<file path="src/rtl/seg_scan_ctrl.sv">
// Time-multiplexed 7-segment scan controller: one digit lit at a time, with new
// frames staged and swapped in only at frame boundaries so no torn values appear.
module seg_scan_ctrl #(
  parameter int DIGITS      = 8,
  parameter int REFRESH_DIV = 100000
) (
  input  logic                  clk,
  input  logic                  rst_n,
  input  logic                  load,
  input  logic [4*DIGITS-1:0]   digits_in,
  input  logic [DIGITS-1:0]     dp_in,
  input  logic [DIGITS-1:0]     en_in,
  input  logic                  lz_supp,
  output logic [4:0]            dec_data,
  output logic [DIGITS-1:0]     an,
  output logic                  frame_done
);

  localparam int CW = (REFRESH_DIV > 1) ? $clog2(REFRESH_DIV) : 1;
  localparam int IW = $clog2(DIGITS);
  localparam logic [4:0] BLANK_CODE = 5'b01111;

  logic [CW-1:0]          div_cnt_q, div_cnt_d;
  logic [IW-1:0]          idx_q, idx_d;
  logic [4*DIGITS-1:0]    act_digits_q, act_digits_d, stg_digits_q, stg_digits_d;
  logic [DIGITS-1:0]      act_dp_q, act_dp_d, stg_dp_q, stg_dp_d;
  logic [DIGITS-1:0]      act_en_q, act_en_d, stg_en_q, stg_en_d;
  logic                   pending_q, pending_d;
  logic [4:0]             dec_q, dec_d;
  logic [DIGITS-1:0]      an_q, an_d;
  logic                   frame_done_q;

  logic tc;
  logic boundary;

  assign tc       = (div_cnt_q == CW'(REFRESH_DIV - 1));
  assign boundary = tc && (idx_q == IW'(DIGITS - 1));

  // Divider, digit index and frame staging/commit.
  always_comb begin
    // NOTE: every signal driven here gets a default first, so no path can infer a latch.
    div_cnt_d    = tc ? '0 : div_cnt_q + 1'b1;
    idx_d        = idx_q;
    act_digits_d = act_digits_q;
    act_dp_d     = act_dp_q;
    act_en_d     = act_en_q;
    stg_digits_d = stg_digits_q;
    stg_dp_d     = stg_dp_q;
    stg_en_d     = stg_en_q;
    pending_d    = pending_q;

    if (tc) idx_d = (idx_q == IW'(DIGITS - 1)) ? '0 : idx_q + 1'b1;

    if (load) begin
      stg_digits_d = digits_in;
      stg_dp_d     = dp_in;
      stg_en_d     = en_in;
      pending_d    = 1'b1;
    end

    if (boundary) begin
      // A load landing on the boundary bypasses staging and commits directly.
      if (load) begin
        act_digits_d = digits_in;
        act_dp_d     = dp_in;
        act_en_d     = en_in;
      end else if (pending_q) begin
        act_digits_d = stg_digits_q;
        act_dp_d     = stg_dp_q;
        act_en_d     = stg_en_q;
      end
      pending_d = 1'b0;
    end
  end

  // Output selection, including leading-zero suppression of the current digit.
  logic       all_zero;
  logic       suppress;
  logic [3:0] cur_bcd;
  always_comb begin
    all_zero = 1'b1;
    suppress = 1'b0;
    for (int j = DIGITS - 1; j >= 0; j--) begin
      all_zero = all_zero & act_en_q[j] & ~act_dp_q[j] & (act_digits_q[4*j +: 4] == 4'd0);
      if (IW'(j) == idx_q) suppress = all_zero;
    end
    cur_bcd = act_digits_q[{idx_q, 2'b00} +: 4];

    an_d  = '1;
    dec_d = BLANK_CODE;
    if (act_en_q[idx_q] && !(lz_supp && (idx_q != '0) && suppress)) begin
      an_d  = ~(DIGITS'(1) << idx_q);
      dec_d = {act_dp_q[idx_q], cur_bcd};
    end
  end

  // NOTE: sequential state uses non-blocking assignments only, so all registers update together.
  always_ff @(posedge clk or negedge rst_n) begin
    if (!rst_n) begin
      div_cnt_q    <= '0;
      idx_q        <= '0;
      act_digits_q <= '0;
      act_dp_q     <= '0;
      act_en_q     <= '0;
      stg_digits_q <= '0;
      stg_dp_q     <= '0;
      stg_en_q     <= '0;
      pending_q    <= 1'b0;
      dec_q        <= BLANK_CODE;
      an_q         <= '1;
      frame_done_q <= 1'b0;
    end else begin
      div_cnt_q    <= div_cnt_d;
      idx_q        <= idx_d;
      act_digits_q <= act_digits_d;
      act_dp_q     <= act_dp_d;
      act_en_q     <= act_en_d;
      stg_digits_q <= stg_digits_d;
      stg_dp_q     <= stg_dp_d;
      stg_en_q     <= stg_en_d;
      pending_q    <= pending_d;
      dec_q        <= dec_d;
      an_q         <= an_d;
      frame_done_q <= boundary;
    end
  end

  assign dec_data   = dec_q;
  assign an         = an_q;
  assign frame_done = frame_done_q;

endmodule

</file>
<file path="config.mk">
export PLATFORM = sky130hd
export DESIGN_NAME = seg_scan_ctrl
export DESIGN_NICKNAME = d
export VERILOG_FILES = /design/src/rtl/seg_scan_ctrl.sv
export SDC_FILE = /design/constraint.sdc
export NUM_CORES = 1
export LEC_CHECK = 0
export ABC_CLOCK_PERIOD_IN_PS = 2800
export CORE_ASPECT_RATIO = 0.6
export CORE_MARGIN = 2
export CORE_UTILIZATION = 30
export CTS_BUF_LIST = sky130_fd_sc_hd__clkbuf_16
export DETAILED_ROUTE_END_ITERATION = 10
export PLACE_DENSITY = 0.58
export SLEW_MARGIN = 10
export SYNTH_ARGS = -nofsm -noshare
export SYNTH_HDL_FRONTEND = slang
export SYNTH_SLANG_ARGS = --single-unit
</file>
<file path="constraint.sdc">
create_clock -name clk -period 2.8 [get_ports clk]
set_clock_uncertainty 0.05 [all_clocks]
set_input_delay 0.28 -clock clk [delete_from_list [all_inputs] [get_ports clk]]
set_output_delay 0.28 -clock clk [all_outputs]
set_load 0.01 [all_outputs]
</file>
# After elaboration in Yosys (flattened, before gate mapping)
# Cells that the tools add are included.
[totals]
regBits = 131
inputBits = 52
word_cells = 100
[classes]
n_addsub = 2
order_cmp = 1
eq_ne = 9
shifts = 2
mux = 24
n_bitwise = 32
reduce_logical = 18
[ops]
columns = ["op", "count"]
rows = [
  ["32-bit 2-to-1 mux", 2],
  ["8-bit 2-to-1 mux", 5],
  ["4-bit logical NOT", 8],
  ["32-bit by 6-bit indexed part select with 4-bit output", 1],
  ["1-bit bitwise AND", 23],
  ["17-bit by 1-bit adder with 17-bit output (second input constant)", 1],
  ["17-bit == test (second input constant)", 1],
  ["17-bit 2-to-1 mux", 1],
  ["3-bit == test (first input constant)", 4],
  ["1-bit 2-to-1 mux", 12],
  ["1-bit inverter", 8],
  ["8-bit inverter", 1],
  ["1-bit by 3-bit left shift with 8-bit output (first input constant)", 1],
  ["1-bit binary-select mux with 3-bit select", 2],
  ["2-bit by 3-bit == test with 1-bit output (first input constant)", 2],
  ["5-bit 2-to-1 mux", 1],
  ["1-bit logical AND", 4],
  ["3-bit by 4-bit less-than comparator with 1-bit output (second input constant)", 1],
  ["2-bit nonzero test", 2],
  ["3-bit by 1-bit adder with 3-bit output (second input constant)", 1],
  ["1-bit by 3-bit == test with 1-bit output (first input constant)", 1],
  ["3-bit == test (second input constant)", 1],
  ["3-bit logical NOT", 1],
  ["3-bit 2-to-1 mux", 1],
  ["other kinds (3)", 3],
]

# Longest topological paths before layout
[logic_depth]
depth_word = 29
depth_mapped = 10
depth_no_buf = 7

# Least setup slack after synthesis
# No wires, ideal clock.
[synth_timing]
path_type = "reg-to-reg"
from = "register idx_q[0]"
to = "register dec_q[4] (netlist: dec_data[4])"
t_arrival_ns = 2.060
required_ns = 2.628
slack_ns = 0.567
stages_incl_launch_ff = 10
n_path_buf = 2
period_less_slack_ns = 2.233
cell_sequence = "dfrtp_1 -> buf_2 -> buf_2 -> inv_1 -> ha_1 -> a21boi_0 -> a41oi_1 -> o32ai_1 -> o211ai_1 -> o2bb2ai_1"
[synth_via]
elab_chain_cells = 13
elab_cells_between_ends = 26
cone_classes = "eq/ne: 7; mux: 13; reduce/logical: 6"
[synth_lines]
columns = ["element", "line_no", "source"]
rows = [
  ["start, declared", "24", "logic [IW-1:0] idx_q, idx_d;"],
  ["start signal, assigned", "114", "idx_q <= idx_d;"],
  ["3-bit == test", "85", "if (IW'(j) == idx_q) suppress = all_zero;"],
  ["1-bit 2-to-1 mux (8 in a row)", "85", ""],
  ["1-bit logical AND", "91", "if (act_en_q[idx_q] && !(lz_supp && (idx_q != '0) && suppress)) begin"],
  ["1-bit logical NOT", "91", ""],
  ["1-bit logical AND", "91", ""],
  ["5-bit 2-to-1 mux *", "91", ""],
  ["via dec_d[4]", "29", "logic [4:0] dec_q, dec_d;"],
  ["end signal, assigned", "109", "dec_q <= BLANK_CODE;"],
  ["end signal, assigned", "122", "dec_q <= dec_d;"],
  ["end, declared", "29", ""],
]
# The timed path passes the listed nets; every way through them passes the cells marked *. The select of a mux whose other input is x is not followed.
# A chain may end at the register's enable or synchronous reset.

# Worst setup path in the final report
[layout_timing]
from = "register idx_q[0]"
to = "register an_q[7] (netlist: an[7])"
[layout_via]
elab_chain_cells = 13
elab_cells_between_ends = 26
cone_classes = "eq/ne: 7; shift: 1; mux: 11; bitwise: 1; reduce/logical: 6"
[layout_lines]
columns = ["element", "line_no", "source"]
rows = [
  ["3-bit == test", "85", ""],
  ["1-bit 2-to-1 mux (8 in a row)", "85", ""],
  ["1-bit logical AND", "91", ""],
  ["1-bit logical NOT", "91", ""],
  ["1-bit logical AND", "91", ""],
  ["8-bit 2-to-1 mux *", "91", ""],
  ["via an_d[7]", "30", "logic [DIGITS-1:0] an_q, an_d;"],
  ["end signal, assigned", "123", "an_q <= an_d;"],
  ["end, declared", "30", ""],
]
# Marked as above.

==> flow_summary.ini <==
[clock_tree]
clock-sinks = 131
cts_tree = built
clkTransAtPathRegs_ns = 0.06
insertion_delay_ns = 0.42
post_cts_buffers = 0
clockBufferDepth = 2
hold_buffers = 1
cts_made_buffers = 17
cts_resized = 0
cts_max_level = 4
root_buffer = clkbuf_16

[floorplanning]
die_x_um = 184
die_y_um = 112
ioPinCount = 66
start_util = 0.307
rows = 39
core_um2 = 19000
dieArea_um2 = 20600

[power]
seq_power_share = 0.432
p_total_mw = 4.59
p_int_mw = 3.65
p_sw_mw = 0.939
p_comb_frac = 0.051
power_leakage_nw = 3.19
switching_share = 0.205
power_frac_clock = 0.517
ir_worst_vdd_uv = 348
power_density_nw_per_um2 = 620

[logic_synthesis]
ys_warn_count = 0
yosys.area.top_type = dfrtp_1
synth.top_cell.area_share = 0.510
syn_area_per_cell_um2 = 14.1
synth_area_leaders = dfrtp_1 (51%), mux2_2 (15%), dfstp_2 (5.4%)
synthFlopType = dfrtp_1
synth_fp_nets = 472
synthArstFlopShare = 1.00
synth_enable_flop_cells = 0
synth_cell_types = 47
synth_area_um2 = 5840
syn_inst = 413
synth-seq-area-share = 0.564
synth-seq-cells = 131

[sta]
grt_setup_unrepaired = no
fin_crit_ns = 2.41
tightest_slew_ns = 0.777
finalHoldViolations = 0
tns_ns = 0
setup_viol = 0
max_slew_margin = 0.480
drv_slew = 0
fmax_mhz = 416
fin_crit_sh = 0.859
hold_slack_ns = 0.0965

[worst_setup_path]
path_buf_inv = 1
rr_worst_depth = 7
end_kind = flip-flop
path_depth = 7
cp-start-kind = flip-flop
crit_slowest_cell = o211ai_1
critical_path_arrival_ns = 2.66
cp_common_cell = ha_1
crit_path_max_incr_delay_ns = 0.65
cp_cell_sequence = ha_1 > ha_1 > buf_4 > a21oi_1 > o32ai_1 > o211ai_1 > a2bb2oi_1
crit_type = flip-flop to flip-flop
cp_top_family = compound AO/OA/AOI/OAI gates
critPathMaxFanout = 9
critPathRequiredTime_ns = 3.05

[drt]
drc = 0
drt_iter0_markers = 257
ant_nets = 0
first_pass_iters = 4
num_vias = 3529
wl_mm = 12.8
wl_per_cell_um = 17.0
via_per_inst = 4.70

[flow_run]
maxCapViolCount = 0

[cells_and_area]
fin_area_um2 = 7400
nFillCells = 1796
final_util = 0.389
final_common_cell = dfrtp_1
drive_gt1_frac = 0.331
antenna_cells = 0
nets = 552
most-common-layout-cells = dfrtp_1 (119), mux2_2 (78), clkdlybuf4s50_1 (63)
area_delta_synth_final_pct = 26.8

[global_routing]
grt_start_max_net_pins = 66
grt_pass1_vias = 3738
grt.overflow.total = 0
grt_pass1_wl_mm = 20.6
grtUsageTotal = 0.133
antenna_found_initial = 0

[placed_design]
placement.io_buffers = 65
place_congestion = 0.900
place_area_um2 = 6770
dp_hpwl_mm = 9.30

[outcome]
outcome = completed

[worst_hold_path]
min_path_type = input pin to flip-flop
hold_path_depth = 3
-- kinds of logic after synthesis --
logic type | after synthesis | share of synthesized area
compound gates | 22 | 0.0287
xor+xnor | 15 | 0.0225
fa+ha+maj | 7 | 0.0150
buf+inv | 25 | 0.0277
flops | 131 | 0.564
mux | 110 | 0.248
simple gates | 103 | 0.0935
-- stage by stage --
stage,setup slack (ns),instances
floorplan,0.567,413
global placement,0.495,719
detailed placement,0.430,719
CTS,0.411,751
global route,0.207,751
finish,0.394,751
-- cell type report --
type	count	area [um2]	area share
timing repair buffer	78	768	0.104
clock inverter	14	193	0.0260
tap	246	308	0.0416
inverter	8	30.0	0.00406
clock buffer	17	425	0.0575
sequential	131	3290	0.445
multi-input combinational	257	2380	0.322
-- final timing paths --
check                               to  slack [ns]  startpoint
max                              an[7]        0.39    idx_q[0]
min                          pending_q         0.1        load
max reg2reg                      an[7]        0.39    idx_q[0]
min reg2reg                  pending_q        0.44   pending_q
max in group asynchronous        an[0]        1.48       rst_n
min in group asynchronous  stg_dp_q[7]        0.39       rst_n
-- registers in the layout, indices dropped and copies added, names as in the netlist, 5 cells and up --
register and count:
stg_en_q 8, an 8, dec_data 5, act_dp_q 8, act_en_q 8, div_cnt_q 17, stg_dp_q 8, stg_digits_q 32
act_digits_q 32
-- power by group through the flow --
| stage | clock network [mW] | logic [mW] | registers, mW |
|---|---|---|---|
| after floorplan | 0 | 0.0970 | 2.01 |
| after global placement | 0 | 0.235 | 2.01 |
| after detailed placement | 0 | 0.242 | 2.01 |
| after CTS | 2.43 | 0.245 | 1.98 |
| after global routing | 2.51 | 0.262 | 1.99 |
| final | 2.37 | 0.236 | 1.98 |
-- worst register-to-register path, delay by kind of cell, from the launching register on --
| kind | cells | cell delay, ns |
|---|---|---|
| AO/OA/AOI/OAI | 4 | 1.08 |
| adder cells (fa/ha/maj) | 2 | 0.49 |
| buffers and inverters | 1 | 0.16 |
| flip-flops | 1 | 0.51 |
-- cells in the mapped netlist, drive strengths merged, types with 7 or more instances --
| cell | number |
|---|---|
| a2bb2oi | 8 |
| buf | 16 |
| dfrtp | 119 |
| dfstp | 12 |
| ha | 7 |
| inv | 7 |
| mux2 | 98 |
| mux4 | 12 |
| nand2 | 20 |
| nand3 | 11 |
| nor2 | 27 |
| nor3 | 11 |
| xnor2 | 8 |
| xor2 | 7 |
-- layer usage --
| layer | vias up | routed length (um) | track usage |
|---|---|---|---|
| met2 | 99 | 5110 | 0.177 |
| met4 | 0 | 115 | 0.0464 |
| met3 | 11 | 863 | 0.0380 |
| met5 | - | 0 | 0 |
| met1 | 1770 | 6690 | 0.205 |
| li1 | 1649 | - | - |
Note: power is estimated with default switching activity, not from simulation.
